**src/rtl/exec_stage.sv**
```systemverilog
// exec_stage: Thumb-2 execute stage computing ALU/MUL results and an optional iterative divide, with registered writeback and NZCV updates.
// Ports: clk, rst (async, active-low); in_valid/in_ready handshake from decode;
//        op, oprand1, oprand2, rd_addr, set_flags, carry_in, shift_carry instruction inputs; flush kills work;
//        wb_valid/wb_addr/wb_data register-file writeback; flags_en/flags_nzcv {N,Z,C,V} update toward xpsr_reg.
// Macro HW_DIV_EN builds the 32-step restoring UDIV/SDIV unit; without it ops 0x10/0x11 behave as reserved.
module exec_stage #(
    parameter int DATA_W    = 32,
    parameter int ADDR_W    = 4,
    parameter int DIV_STEPS = 32
) (
    input  logic              clk,
    input  logic              rst,
    input  logic              in_valid,
    output logic              in_ready,
    input  logic [4:0]        op,
    input  logic [DATA_W-1:0] oprand1,
    input  logic [DATA_W-1:0] oprand2,
    input  logic [ADDR_W-1:0] rd_addr,
    input  logic              set_flags,
    input  logic              carry_in,
    input  logic              shift_carry,
    input  logic              flush,
    output logic              wb_valid,
    output logic [ADDR_W-1:0] wb_addr,
    output logic [DATA_W-1:0] wb_data,
    output logic              flags_en,
    output logic [3:0]        flags_nzcv
);
    if (DATA_W != 32 || DIV_STEPS != DATA_W) begin : g_bad_cfg
        $error("exec_stage supports only DATA_W=32 and DIV_STEPS=DATA_W");
    end

    logic              accept, rdy_q;
    logic [DATA_W-1:0] x, y, res, wdat;
    logic              cin, inv_b, rsb, arith, cmp_op, alu_op, div_op, div_zero, wr, fen;
    logic [DATA_W:0]   sum;
    logic [3:0]        nzcv;
    logic              wb_q, fen_q;
    logic [ADDR_W-1:0] addr_q;
    logic [DATA_W-1:0] data_q;
    logic [3:0]        nzcv_q;

    assign accept = in_valid && in_ready && !flush;

`ifdef HW_DIV_EN
    assign div_op = op == 5'h10 || op == 5'h11;
`else
    assign div_op = 1'b0;
`endif

    // One shared adder covers every arithmetic op by steering operand inversion and carry-in.
    always_comb begin
        rsb    = op == 5'h03;
        inv_b  = op == 5'h02 || op == 5'h06 || op == 5'h0A;
        arith  = op inside {5'h02, 5'h03, 5'h04, 5'h05, 5'h06, 5'h0A, 5'h0B};
        cmp_op = op inside {5'h08, 5'h09, 5'h0A, 5'h0B};
        alu_op = op < 5'h10;
        x      = rsb ? oprand2 : oprand1;
        y      = rsb ? ~oprand1 : inv_b ? ~oprand2 : oprand2;
        cin    = (op == 5'h02 || op == 5'h03 || op == 5'h0A) ? 1'b1 :
                 (op == 5'h05 || op == 5'h06) ? carry_in : 1'b0;
        sum    = {1'b0, x} + {1'b0, y} + {{DATA_W{1'b0}}, cin};
        case (op)
            5'h00, 5'h08: res = oprand1 & oprand2;
            5'h01, 5'h09: res = oprand1 ^ oprand2;
            5'h07:        res = oprand1 * oprand2;
            5'h0C:        res = oprand1 | oprand2;
            5'h0D:        res = oprand2;
            5'h0E:        res = oprand1 & ~oprand2;
            5'h0F:        res = ~oprand2;
            default:      res = sum[DATA_W-1:0];
        endcase
        // MUL and logical ops report V=0 (and MUL C=0); xpsr_reg leaves those bits unchanged for them.
        nzcv     = {res[DATA_W-1], res == '0,
                    arith ? sum[DATA_W] : (op != 5'h07 && shift_carry),
                    arith && x[DATA_W-1] == y[DATA_W-1] && sum[DATA_W-1] != x[DATA_W-1]};
        div_zero = div_op && oprand2 == '0;
        wr       = (alu_op && !cmp_op) || div_zero;
        fen      = cmp_op || (alu_op && set_flags);
        wdat     = div_zero ? '0 : res;
    end

    always_ff @(posedge clk or negedge rst) begin
        if (!rst) begin
            rdy_q  <= 1'b0;
            wb_q   <= 1'b0;
            fen_q  <= 1'b0;
            addr_q <= '0;
            data_q <= '0;
            nzcv_q <= '0;
        end else begin
            rdy_q <= 1'b1;
            wb_q  <= accept && wr;
            fen_q <= accept && fen;
            if (accept && (wr || fen)) begin
                addr_q <= rd_addr;
                data_q <= wdat;
                nzcv_q <= nzcv;
            end
        end
    end

`ifdef HW_DIV_EN
    typedef enum logic [1:0] {IDLE, DIV_BUSY, DIV_DONE} state_t;
    localparam int CW = $clog2(DIV_STEPS);

    state_t            state, nxt;
    logic [CW-1:0]     cnt;
    logic [DATA_W-1:0] q, r, d, a_mag, b_mag;
    logic [DATA_W:0]   rem_sh;
    logic              neg, ge, sdiv, div_start;
    logic [ADDR_W-1:0] div_addr;

    assign sdiv      = op == 5'h11;
    assign div_start = accept && div_op && !div_zero;
    assign a_mag     = (sdiv && oprand1[DATA_W-1]) ? -oprand1 : oprand1;
    assign b_mag     = (sdiv && oprand2[DATA_W-1]) ? -oprand2 : oprand2;
    // q doubles as the dividend shift register: its MSB feeds the partial remainder, quotient bits enter at the LSB.
    assign rem_sh    = {r, q[DATA_W-1]};
    assign ge        = rem_sh >= {1'b0, d};

    always_ff @(posedge clk or negedge rst) begin
        if (!rst) state <= IDLE;
        else      state <= nxt;
    end

    always_comb begin
        nxt = state == DIV_BUSY ? (flush ? IDLE : cnt == CW'(DIV_STEPS - 1) ? DIV_DONE : DIV_BUSY) :
              div_start ? DIV_BUSY : IDLE;
    end

    always_ff @(posedge clk or negedge rst) begin
        if (!rst) begin
            cnt      <= '0;
            q        <= '0;
            r        <= '0;
            d        <= '0;
            neg      <= 1'b0;
            div_addr <= '0;
        end else if (div_start) begin
            cnt      <= '0;
            q        <= a_mag;
            r        <= '0;
            d        <= b_mag;
            neg      <= sdiv && (oprand1[DATA_W-1] ^ oprand2[DATA_W-1]);
            div_addr <= rd_addr;
        end else if (state == DIV_BUSY) begin
            cnt <= cnt + 1'b1;
            r   <= ge ? DATA_W'(rem_sh - {1'b0, d}) : rem_sh[DATA_W-1:0];
            q   <= {q[DATA_W-2:0], ge};
        end
    end

    // DIV_DONE drives the writeback straight from the divider; nothing single-cycle can be pending then.
    always_comb begin
        in_ready   = rdy_q && state != DIV_BUSY;
        wb_valid   = state == DIV_DONE ? !flush : wb_q;
        wb_addr    = state == DIV_DONE ? div_addr : addr_q;
        wb_data    = state == DIV_DONE ? (neg ? -q : q) : data_q;
        flags_en   = fen_q;
        flags_nzcv = nzcv_q;
    end
`else
    always_comb begin
        in_ready   = rdy_q;
        wb_valid   = wb_q;
        wb_addr    = addr_q;
        wb_data    = data_q;
        flags_en   = fen_q;
        flags_nzcv = nzcv_q;
    end
`endif
endmodule

```
**config.mk**
```make
export PLATFORM = sky130hd
export DESIGN_NAME = exec_stage
export DESIGN_NICKNAME = d
export VERILOG_FILES = /design/src/rtl/exec_stage.sv
export SDC_FILE = /design/constraint.sdc
export NUM_CORES = 2
export LEC_CHECK = 0
export CAP_MARGIN = 10
export CORE_MARGIN = 3
export CORE_UTILIZATION = 45
export DETAILED_ROUTE_END_ITERATION = 10
export PLACE_DENSITY = 0.62
export SLEW_MARGIN = 20
export SYNTH_ARGS = -nofsm -noshare
export SYNTH_HDL_FRONTEND = slang
export SYNTH_SLANG_ARGS = --single-unit
```
**constraint.sdc**
```tcl
create_clock -name clk -period 5.3 [get_ports clk]
set_input_delay 1.06 -clock clk [delete_from_list [all_inputs] [get_ports clk]]
set_output_delay 1.06 -clock clk [all_outputs]
set_load 0.1 [all_outputs]
```
======== Word level (Yosys, flattened, before mapping) ========
Cells that the tools add are included.
Widths: inputs -> output; s select.
storage, ports and cells
  register bits ........................... 43
  latch bits .............................. 0
  memory bits (writable) .................. 0
  bits in read-only memories .............. 0
  bits of input ports ..................... 80
  output and inout bits ................... 43
  logic and storage cells ................. 66
  memories kept ........................... 0
cells by class
  $add $sub $neg .......................... 2
  $mul .................................... 1
  div/mod/pow operators ................... 0
  order comparisons ....................... 1
  equal/unequal tests ..................... 18
  shifts and indexed selects .............. 0
  muxes and demuxes ....................... 7
  bitwise gates (word level) .............. 6
  reductions and logical operators ........ 25
operators by type and width
  operator            number
  $pmux 32 s7         1
  $mux 32             3
  $and 32x32->32      2
  $not 32->32         2
  $eq 5x4->1 const B  8
  $add 32x32->33      1
  $add 33x1->33       1
  $logic_not 32->1    1
  $mul 32x32->32      1
  $or 32x32->32       1
  $xor 32x32->32      1
  $eq 5x3->1 const B  4
  $eq 5x2->1 const B  2
  $logic_and 1x1->1   10
  $logic_or 1x1->1    7
  $reduce_bool 7->1   1
  $eq 5x1->1 const B  1
  $logic_not 5->1     1
  $lt 5x5->1 const B  1
  $ne 5x3->1 const B  1
  $reduce_bool 4->1   1
  $reduce_or 2->1     2
  $mux 1              3
  $logic_not 1->1     2
  other kinds (2)     2

======== Logic depth before layout (Yosys ltp) ========
  depth in word-level cells ............... 9
  mapped depth ............................ 31
  gate-level depth less buffers ........... 28

======== Least setup slack after synthesis ========
OpenSTA, ideal clock, no wires.
  path kind ............................... input -> register
  start ................................... input port oprand2[2]
  end ..................................... register nzcv_q[2] (netlist: flags_nzcv[2])
  library setup time ...................... 123 ps
  arrival ................................. 8397 ps
  data required time ...................... 5177 ps
  path slack .............................. -3219 ps
  cell stages on the path ................. 29
  path buffers ............................ 3
  cell sequence ........................... clkbuf_1 > clkinv_1 > clkbuf_1 > nor2_1 > fa_1 > inv_1 > fa_1 > fa_1 > fa_1 > inv_1 > fa_1 > inv_1 > fa_1 > inv_1 > fa_1 > fa_1 > ha_1 > buf_2 > a21o_1 > a21o_1 > a2111oi_0 > nand3_1 > a31o_2 > a2111oi_2 > o21a_1 > o21ai_1 > a41oi_1 > nor3_1 > a32o_2
on the way
  word-level cells in the longest chain between the ends .. 7
  elaborated cells on any way between the ends .. 13
  classes of those cells .................. add/sub: 2; mul: 1; mux: 4; bitwise: 5; reduce/logical: 1
RTL lines
  element               RTL line    source
  from (decl)           17          input logic [DATA_W-1:0] oprand2,
  $not 32->32           59, 69, 70
  $mux 32 (2 in a row)  59          y = rsb ? ~oprand1 : inv_b ? ~oprand2 : oprand2;
  $add 32x32->33        62          sum = {1'b0, x} + {1'b0, y} + {{DATA_W{1'b0}}, cin};
  $add 33x1->33         62
  $pmux 32 s7 *         63          case (op)
  $logic_not 32->1 *    74          nzcv = {res[DATA_W-1], res == '0,
  to (signal assigned)  98          nzcv_q <= nzcv;
  to (decl)             41          logic [3:0] nzcv_q;
Every way passes the cells marked *; elsewhere a longest branch is shown, timed or not.
A chain may end at the register's enable or synchronous reset.

======== Final worst setup path ========
  start ................................... input port oprand1[16]
  end ..................................... register nzcv_q[2] (netlist: flags_nzcv[2])
on the way
  word-level cells in the longest chain between the ends .. 6
  elaborated cells on any way between the ends .. 12
  classes of those cells .................. add/sub: 2; mul: 1; mux: 3; bitwise: 5; reduce/logical: 1
RTL lines
  element             RTL line  source
  from (decl)         16        input logic [DATA_W-1:0] oprand1,
  $not 32->32         59
  $mux 32             59
  $add 32x32->33      62
  $add 33x1->33       62
  $pmux 32 s7 *       63
  $logic_not 32->1 *  74
Marked as above.

==> metrics.cfg <==
[route]
first_iter_violations=2244
drt-pass1-iter-count=6
detail-route-antenna-nets=0
wl_per_cell_um=24.7
routed_via_density=5.67
wl_um=102000
vias=23500
drc=0

[yosys]
synth_top_cell_by_area=fa_1
synth_area_um2=22400
synth_common_cells=inv_1 (448), fa_1 (410), nor2_1 (406), nand2_1 (382), ha_1 (202)
netlist.area_leader.share_pct=36.6
synth_area_leaders=fa_1 (37%), ha_1 (11%), inv_1 (7.5%), nor2_1 (6.8%), nand2_1 (6.4%)
ys_async_sr_fraction_pct=100
syn_avg_cell_area_um2=7.91
synth.distinct_cells=86
postSynthCellCount=2836
syn_nets=3528
ys.warnings.count=0
seq_area_frac_synth_pct=4.69
synth_seq_cells=42
synth_edf_count=0
synth.most_common_cell=inv_1
ys.flop_type=dfrtp_1

[clock_network]
cts_hold_buf=0
clock_sinks=42
clock_latency_ns=0.28
clkTransAtPathRegs_ns=0.06
h-tree-depth=2
cts_tree=built
root_buffer=clkbuf_16
cts_buffers=5
clock_path_buffers=2

[finish]
nNetsFinal=4165
final_area_um2=32100
drive_gt1_share_pct=33.3
fin_util_pct=65.5
final_cells=4138
num_antenna_cells=0
area_delta_synth_final_pct=43.3

[sta]
hold_violations=0
rsz0062_at_grt=true
final-max-slew-violation-count=0
post-route-period-util_pct=152
fmax_ghz=0.124
period_needed_ns=8.04
fin_ws_ns=-2.74
skew_ns=0.00408
totalNegativeSetupSlack_ns=-51.41
setup_violations=28
slew_headroom_pct=22.6
tightest_slew_ns=1.16

[placement]
port_buffers=122
dp.cells=4004
place_area_um2=28600
hpwl_um=82400
place.gp.congestion=1.07

[setup_path]
start_kind=primary input
worstSetupPathType=primary input to flop
cp_max_fo=4
crit_buf_inv=6
crit_path_top_delay_cell=fa_1
max_stage_delay_ns=0.57
arrival_ns=8.21
crit_required_ns=5.47
crit_path_frequent_cell=fa_1
endpoint_kind=flop
cp_top_family=adder cells

[global_route]
antenna_found_initial=0
grt_usage_pct=37.7
grt_pass1_wl_um=150000
overflow=0
grt_max_degree=55
first_global_vias=24100

[floorplanning]
die_w_um=229
core-area_um2=49100
ioPinCount=123
rows=81
fp.dieH_um=229
dieArea_um2=52500
start_util_pct=45.7

[outcome]
violations=setup timing
outcome=finished with violations

[hold_path]
hold_class=flop to flop

[run]
maxCapViolCount=0

cells by family after synthesis:
family,count (synthesis),share of synthesized area (%)
muxes,18,0.843
AOI/OAI and AO/OA,445,12.7
xor gates and xnor gates,142,5.61
and+or+nand+nor,934,17.4
DFF,42,4.69
other,1,0.0167
adders and majority gates,612,47.9
buffers and inverters,642,10.9
worst min-delay path, cell delays in order (launching register included):
cell and delay, ns:
dfrtp_1 0.34, nand2_1 0.05, o21ai_0 0.06
metal layers:
metal | track usage, % | wire length (um)
met1 | 52.5 | 41200
met4 | 13.7 | 5210
met2 | 59.3 | 45600
met5 | 0 | 0
met3 | 6.53 | 10200
flip-flops by register name, indices dropped and copies added, names as in the netlist:
name        count
wb_data        32
wb_addr         4
flags_nzcv      3
flags_en        1
in_ready        1
wb_valid        1
cell usage in the layout (no fill, tap or decap), types with 14 or more instances in the layout:
cell               n
buf_12            30
o211ai_1          22
nor2_1           320
a21oi_2           14
buf_6             97
o21ai_2           16
fa_2              60
nor2_2            55
a21oi_1          102
inv_1            390
buf_8             17
xor2_1            32
nor2_4            31
dfrtp_1           42
a21o_1            25
ha_4              48
ha_1             149
fa_1             350
inv_2             50
o21ai_0          100
xnor2_1          102
nand2_1          367
buf_4            547
clkdlybuf4s50_1   72
nand3_1           21
through the flow:
stage | worst slack, ns | hold slack [ns]
global route | -2.92 | 0.506
CTS | -2.74 | 0.485
finish | -2.74 | 0.484
detailed placement | -3.75 | 0.468
global placement | -3.65 | 0.460
floorplan | -2.67 | 0.764
final timing paths:
path / start / endpoint / slack [ns] / depth (start not counted)
max: oprand1[16] / flags_nzcv[2]$_DFFE_PN0P_ / -2.74 / 27
min: wb_data[6]$_DFFE_PN0P_ / wb_data[6]$_DFFE_PN0P_ / 0.48 / 2
max reg2reg: in_ready$_DFF_PN0_ / flags_nzcv[2]$_DFFE_PN0P_ / 2.61 / 12
min reg2reg: wb_data[6]$_DFFE_PN0P_ / wb_data[6]$_DFFE_PN0P_ / 0.48 / 2
max in group asynchronous: rst / wb_data[16]$_DFFE_PN0P_ / 3.79 / 1
min in group asynchronous: rst / wb_data[4]$_DFFE_PN0P_ / 0.92 / 1
cell type report:
cell class	count	area [um2]
timing repair buffer	800	7110
sequential	42	1050
inverter	471	1920
tap	664	831
timing repair inverter	1	5.00
fill	4078	16900
clock buffer	7	133
multi-input combinational	2152	21100
clock inverter	1	30.0
repair_timing:
action | in CTS | in global routing
pin swaps | 173 | 195
setup endpoints to repair | 30 | 31
gates cloned | 1 | 2
resized for setup | 459 | 324
buffers inserted | 80 | 71
Power is left out: the tool's default activity adds up to more than one toggle a clock period on the data nets, which glitch-free logic cannot reach.
